$ cat src/rtl/imm_gen_pipe.sv
// -----------------------------------------------------------------------------
// imm_gen_pipe
//   Pipelined RV32/RV64 immediate generator. Sits between the IF/ID register
//   and the ID/EX register. It decodes instr[6:0] and produces the
//   sign-extended immediate for the I/S/B/U/J formats. An unsupported opcode
//   is flagged and counted.
//
//   The output register is backed by one skid entry, so an instruction that
//   is accepted while the output is stalled is kept until the output drains.
//   Order is preserved. in_ready is registered and is !skid_full.
//
// Parameters
//   XLEN   immediate width (32 or 64)
//   CNT_W  illegal-opcode counter width (saturating)
//
// Ports
//   clk, rst_n     clock, async active-low reset
//   in_valid       instr is valid
//   in_ready       block accepts instr this cycle (registered)
//   instr          raw 32-bit instruction word
//   out_valid      imm/fmt/illegal are valid
//   out_ready      downstream consumes the output this cycle
//   imm            sign-extended immediate
//   fmt            0=I 1=S 2=B 3=U 4=J 7=none
//   illegal        opcode is not in the decode table
//   illegal_cnt    saturating count of accepted illegal instrs
// -----------------------------------------------------------------------------
module imm_gen_pipe #(
    parameter int XLEN  = 32,
    parameter int CNT_W = 16
) (
    input  logic             clk,
    input  logic             rst_n,
    input  logic             in_valid,
    output logic             in_ready,
    input  logic [31:0]      instr,
    output logic             out_valid,
    input  logic             out_ready,
    output logic [XLEN-1:0]  imm,
    output logic [2:0]       fmt,
    output logic             illegal,
    output logic [CNT_W-1:0] illegal_cnt
);

    localparam logic [2:0] FMT_I    = 3'd0;
    localparam logic [2:0] FMT_S    = 3'd1;
    localparam logic [2:0] FMT_B    = 3'd2;
    localparam logic [2:0] FMT_U    = 3'd3;
    localparam logic [2:0] FMT_J    = 3'd4;
    localparam logic [2:0] FMT_NONE = 3'd7;

    // One decoded result; the output register and the skid entry share it.
    typedef struct packed {
        logic [XLEN-1:0] imm;
        logic [2:0]      fmt;
        logic            illegal;
    } res_t;

    localparam res_t RES_RST = '{imm: '0, fmt: FMT_NONE, illegal: 1'b0};

    // ------------------------------------------------------------------
    // Decode
    // ------------------------------------------------------------------
    // Raw immediate fields, held signed so a size cast to XLEN
    // sign-extends them.
    logic signed [11:0] imm_i;
    logic signed [11:0] imm_s;
    logic signed [12:0] imm_b;
    logic signed [31:0] imm_u;
    logic signed [20:0] imm_j;
    logic [6:0]         opcode;
    res_t               dec;

    assign opcode = instr[6:0];
    assign imm_i  = instr[31:20];
    assign imm_s  = {instr[31:25], instr[11:7]};
    assign imm_b  = {instr[31], instr[7], instr[30:25], instr[11:8], 1'b0};
    assign imm_u  = {instr[31:12], 12'b0};
    assign imm_j  = {instr[31], instr[19:12], instr[20], instr[30:21], 1'b0};

    always_comb begin
        dec = '{imm: '0, fmt: FMT_NONE, illegal: 1'b1};
        unique case (opcode)
            7'b0010011, 7'b0000011, 7'b1100111: begin
                dec = '{imm: XLEN'(imm_i), fmt: FMT_I, illegal: 1'b0};
            end
            // OP-IMM-32 exists only on RV64. On RV32 it stays illegal.
            7'b0011011: begin
                if (XLEN == 64) begin
                    dec = '{imm: XLEN'(imm_i), fmt: FMT_I, illegal: 1'b0};
                end
            end
            7'b0100011: dec = '{imm: XLEN'(imm_s), fmt: FMT_S, illegal: 1'b0};
            7'b1100011: dec = '{imm: XLEN'(imm_b), fmt: FMT_B, illegal: 1'b0};
            7'b0110111, 7'b0010111: begin
                dec = '{imm: XLEN'(imm_u), fmt: FMT_U, illegal: 1'b0};
            end
            7'b1101111: dec = '{imm: XLEN'(imm_j), fmt: FMT_J, illegal: 1'b0};
            default: ;
        endcase
    end

    // ------------------------------------------------------------------
    // Output register + skid entry
    // ------------------------------------------------------------------
    res_t             out_q,      out_d;
    logic             out_vld_q,  out_vld_d;
    res_t             skid_q,     skid_d;
    logic             skid_vld_q, skid_vld_d;
    logic             rdy_q,      rdy_d;
    logic [CNT_W-1:0] cnt_q,      cnt_d;

    logic accept;
    logic out_free;

    assign accept   = in_valid & rdy_q;
    // The output register can take new data this edge: it is empty,
    // or its current contents are consumed at this edge.
    assign out_free = ~out_vld_q | out_ready;

    always_comb begin
        out_d      = out_q;
        out_vld_d  = out_vld_q;
        skid_d     = skid_q;
        skid_vld_d = skid_vld_q;
        cnt_d      = cnt_q;

        if (out_free) begin
            if (skid_vld_q) begin
                // rdy_q is low whenever the skid is full, so no new accept
                // can collide with this move.
                out_d      = skid_q;
                out_vld_d  = 1'b1;
                skid_vld_d = 1'b0;
            end else if (accept) begin
                out_d     = dec;
                out_vld_d = 1'b1;
            end else begin
                out_vld_d = 1'b0;
            end
        end else if (accept) begin
            // Output is stalled. Park the new result in the skid entry.
            skid_d     = dec;
            skid_vld_d = 1'b1;
        end

        rdy_d = ~skid_vld_d;

        // Count on the input side only, so a stalled output does not
        // count more than once.
        if (accept && dec.illegal && (cnt_q != {CNT_W{1'b1}})) begin
            cnt_d = cnt_q + CNT_W'(1);
        end
    end

    // in_ready resets low and rises on the first edge after reset.
    always_ff @(posedge clk or negedge rst_n) begin
        if (!rst_n) begin
            out_q      <= RES_RST;
            out_vld_q  <= 1'b0;
            skid_q     <= RES_RST;
            skid_vld_q <= 1'b0;
            rdy_q      <= 1'b0;
            cnt_q      <= '0;
        end else begin
            out_q      <= out_d;
            out_vld_q  <= out_vld_d;
            skid_q     <= skid_d;
            skid_vld_q <= skid_vld_d;
            rdy_q      <= rdy_d;
            cnt_q      <= cnt_d;
        end
    end

    assign in_ready    = rdy_q;
    assign out_valid   = out_vld_q;
    assign imm         = out_q.imm;
    assign fmt         = out_q.fmt;
    assign illegal     = out_q.illegal;
    assign illegal_cnt = cnt_q;

endmodule

$ cat config.mk
export PLATFORM = sky130hd
export DESIGN_NAME = imm_gen_pipe
export DESIGN_NICKNAME = d
export VERILOG_FILES = /design/src/rtl/imm_gen_pipe.sv
export SDC_FILE = /design/constraint.sdc
export NUM_CORES = 1
export LEC_CHECK = 0
export ABC_AREA = 1
export CAP_MARGIN = 20
export CORE_UTILIZATION = 45
export CTS_BUF_LIST = sky130_fd_sc_hd__clkbuf_8
export DETAILED_ROUTE_END_ITERATION = 10
export PLACE_DENSITY_LB_ADDON = 0.1
export SLEW_MARGIN = 10
export SYNTH_ARGS = -nofsm -noshare
export SYNTH_HDL_FRONTEND = slang
export SYNTH_SLANG_ARGS = --single-unit
$ cat constraint.sdc
create_clock -name clk -period 1.76 [get_ports clk]
set_clock_uncertainty 0.15 [all_clocks]
set_input_delay 0.352 -clock clk [delete_from_list [all_inputs] [get_ports clk]]
set_output_delay 0.352 -clock clk [all_outputs]
set_load 0.01 [all_outputs]
* Word level (Yosys, flattened, before mapping)
Index checks and enable logic that the tools add are counted.
** Storage, ports and cells
- Register bits :: 91
- Input port bits :: 36
- Output and inout bits :: 54
- Logic and storage cells :: 39
** Cells by class
- Add/sub/neg operators :: 1
- Eq/ne operators :: 9
- Multiplexer cells :: 7
- Bitwise operators :: 5
- Reductions and logical operators :: 7
** Operator list (count)
- 36-bit one-hot mux with 5 select lines :: 1
- 36-bit 2-to-1 mux :: 2
- 7-bit == test, second input constant :: 3
- 16-bit by 1-bit adder with 16-bit output, second input constant :: 1
- 16-bit != test, second input constant :: 1
- 7-bit by 5-bit == test with 1-bit output, second input constant :: 2
- 7-bit by 6-bit == test with 1-bit output, second input constant :: 2
- 7-bit by 2-bit == test with 1-bit output, second input constant :: 1
- 1-bit 2-to-1 mux :: 4
- 2-bit AND reduction :: 2
- 1-bit inverter :: 3
- 3-bit OR reduction :: 1
- 1-bit logical AND :: 2
- 2-bit nonzero test :: 1
- 2-bit OR reduction :: 1
- 1-bit AND :: 1
- 1-bit bitwise OR :: 1

* Logic depth before layout (Yosys ltp)
- Word-level depth :: 5
- Gate-level depth with buffers :: 12

* Worst setup path after synthesis
No wires, ideal clock.
- Path kind :: reg2reg
- From :: register cnt_q[0], in the netlist illegal_cnt[0]
- To :: register cnt_q[10], in the netlist illegal_cnt[10]
- Library setup time :: 0.065 ns
- Arrival time :: 1.552 ns
- Required time :: 1.545 ns
- Setup slack :: -0.008 ns
- Stages on the path, launching flop included :: 8
- Buffers on the path :: 1
- Clock period less this slack :: 1.768 ns
- Cell sequence :: dfrtp_1 -> ha_1 -> nand3_2 -> nor2_2 -> a31oi_4 -> buf_2 -> nand3_1 -> nand2_1
** Between the ends
- Cells in the longest elaborated chain, start to end :: 2
- Elaborated cells between the ends (all ways) :: 3
- Classes of those cells :: add/sub (1); eq/ne (1); reduce/logical (1)
** Ends and longest elaborated chain
- start, declared :: line 111 : logic [CNT_W-1:0] cnt_q, cnt_d;
- start signal, assigned :: line 171 : cnt_q <= cnt_d;
- parallel branches: the longest is 2 deep, another holds 16-bit by 1-bit adder with 16-bit output
Parallel ways; which one is timed is not known.
A chain may end at the register's enable or synchronous reset.

* Worst setup path after layout
- From :: register out_q (netlist bit fmt[0])
- To :: output fmt[0]
** RTL lines
- start, declared :: line 106 : res_t out_q, out_d;
- start signal, assigned :: line 166 : out_q <= out_d;
- end, declared :: line 40 : output logic [2:0] fmt,
No word-level cell between the ends.

==> flow_metrics.py <==
metrics = {
    "placement": {
        "dp_cells": 863,
        "dp_slack_ps": -359,
        "port_buffers": 89,
        "dp_hpwl_mm": 8.41,
        "gp_congestion": 0.928,
    },
    "timing": {
        "slew_violations": 0,
        "slew_headroom_pct": 67.2,
        "timing.final.hold_violations": 0,
        "worst-slew-pin-transition_ps": 492,
        "fin_crit_ps": 1700,
        "setup_slack_ps": 61.5,
        "min_period_over_period_pct": 96.5,
        "fmax_mhz": 589,
        "tns_ps": 0,
        "setup_violations": 0,
    },
    "logic_synthesis": {
        "synth_fa_ha_area_share_pct": 0.261,
        "synth_area_leaders": "dfrtp_1 44%, nand2_1 15%, nand3_1 6.1%",
        "synth-simple-area-share_pct": 31.7,
        "synth-edff-count": 0,
        "muxShareOfSynthArea_pct": 0,
        "avgSynthCellArea_um2": 7.62,
        "yosys.area_share.xor_xnor_pct": 1.83,
        "synth-seq-area-share_pct": 47.7,
        "yosys_register_bits": 91,
        "yosys_warnings": 0,
        "yosysTopAreaCell": "dfrtp_1",
        "synthCells": 629,
        "async_flop_share_pct": 100,
        "ys.flop_type": "dfrtp_1",
        "synth_compound_area_share_pct": 10.1,
        "synth.most_common_cell": "nand2_1",
        "post_synth_num_cell_types": 33,
        "syn_area_um2": 4790,
        "synth_top_area_share_pct": 44.4,
        "ys_top_cells_by_count": "193 x nand2_1, 85 x dfrtp_1, 67 x nor2_1",
        "synth_top_family_by_area": "simple AND/OR/NAND/NOR gates",
        "synthesis.nets": 666,
    },
    "clocking": {
        "clock-sinks": 91,
        "cts_buffer_depth": 2,
        "cts_tree": "built",
        "cts-root-buf": "clkbuf_8",
        "numCtsBuffers": 9,
        "clk_pin_slew_ps": 90,
        "clkLatencyLatePin_ps": 360,
        "h-tree-depth": 3,
    },
    "grt": {
        "antenna_found_initial": 0,
        "grt_pass1_wl_mm": 20.5,
        "grt_pass1_vias": 4396,
        "gr-total-overflow": 0,
        "grt_max_degree": 92,
        "track_usage_pct": 23.2,
    },
    "worst_setup_path": {
        "crit_family": "flip-flops",
        "critPathLaunchType": "flip-flop",
        "path_buf_inv": 1,
        "path_class": "reg2out",
        "required_ps": 1260,
        "end_kind": "primary output",
        "critPathMaxFanout": 2,
        "crit_chain": "dlygate4sd2_1",
        "max_stage_delay_ps": 570,
        "worstPathArrival_ps": 1200,
        "regToRegSetupSlack_ps": 100,
        "cp_slowest_cell": "dfstp_2",
    },
    "power": {
        "p_per_area_nw_per_um2": 901,
        "total_power_uw": 5850,
        "leakage_uw": 0.00349,
        "peakVddDrop_v": 0.000682,
    },
    "finish": {
        "stdcell_count": 896,
        "drive_gt1_share_pct": 15.3,
        "final_net_count": 792,
        "area_growth_pct": 35.7,
        "n_antenna_cell": 0,
        "fill_cells": 974,
    },
    "min_path": {
        "min-delay-path-class": "in2reg",
    },
    "drt": {
        "wire_per_inst_um": 13.7,
        "routed_wl_mm": 12.2,
        "via_per_inst": 5.05,
        "post-route-drc-count": 0,
        "drt_iter0_drc": 205,
        "first_pass_iters": 5,
        "route.vias.total": 4522,
        "postRouteAntennaNets": 0,
    },
    "die": {
        "initial_core_util_pct": 46.4,
        "die_h_um": 105,
        "die_area_um2": 11100,
        "ios": 90,
        "die_width_um": 105,
        "placementRows": 37,
        "design.core.area_um2": 10300,
    },
    "run": {
        "cap_viol_max_count": 0,
    },
    "outcome": {
        "status": "complete, no violations",
    },
}
[routing by layer]
layer,GRT usage [%],part of all wire [%],vias up
li1,-,-,2253
met1,31.7,46,2156
met2,38.3,49,104
met3,2.87,4.1,9
met4,7.75,1.0,0
met5,0,0,-
[worst paths after layout]
path	from	cells after the start	end
worst max-delay path	fmt[0]	1	fmt[0]
min in group asynchronous	rst_n	3	imm[4]
worst min register to register	imm[4]	2	imm[4]
worst max register to register	illegal_cnt[0]	7	illegal_cnt[12]
max in group asynchronous	rst_n	3	illegal_cnt[3]
worst min-delay path	instr[6]	5	skid_q[2]
[flip-flops by register name, indices dropped and copies added (netlist names)]
name	flops
skid_q	36
imm	32
illegal_cnt	16
fmt	3
illegal	1
in_ready	1
out_valid	1
skid_vld_q	1
[where the power goes]
part | internal, uW | switching, uW | leakage (uW) | total, uW
registers | 2460 | 191 | 0.00117 | 2650
logic | 741 | 854 | 0.00221 | 1600
clock network | 842 | 770 | 0.000114 | 1610
[area by class of cell]
class / instances / area [um^2] / share of cell area [%]
Tap cell: 136 / 170 / 2.62
Sequential cell: 91 / 2290 / 35.2
Multi-Input combinational cell: 447 / 2170 / 33.4
Clock buffer: 10 / 138 / 2.12
Clock inverter: 6 / 88.8 / 1.37
Timing Repair Buffer: 145 / 1400 / 21.6
Inverter: 61 / 236 / 3.64
[timing repair]
| action | 4_1_cts | 5_1_grt |
|---|---|---|
| endpoints found under the hold margin | 85 | 0 |
| resized for setup | 57 | 38 |
| endpoints found under the setup margin | 54 | 68 |
| setup buffers | 13 | 3 |
| pin swaps | 0 | 7 |
| hold buffers | 1 | 0 |
[through the flow]
| step | cell area (um^2) | hold slack, ps | util, % |
|---|---|---|---|
| after detailed placement | 6100 | 294 | 59.1 |
| after floorplan | 4790 | -93.6 | - |
| after CTS | 6380 | 334 | 61.8 |
| after global routing | 6500 | 356 | 63.0 |
| final | 6500 | 323 | 63.0 |
| after global placement | 6100 | 290 | 59.1 |
[cell families after synthesis]
group / Yosys count
xor gates and xnor gates: 10
DFF: 91
and+or+nand+nor: 347
adders and majority gates: 1
buffers and inverters: 91
AOI/OAI and AO/OA: 89
[cells in the final DEF (no fill, tap or decap), types with 11 or more instances in the layout]
master / instances
nand3_1: 57
o21ai_1: 11
a31oi_1: 16
dlygate4sd2_1: 52
buf_4: 43
inv_1: 55
nor2_1: 65
dfrtp_1: 81
clkdlybuf4s50_1: 29
a21oi_1: 30
nand2_1: 192
o21ai_0: 28
Power figures use the tool's default switching activity.
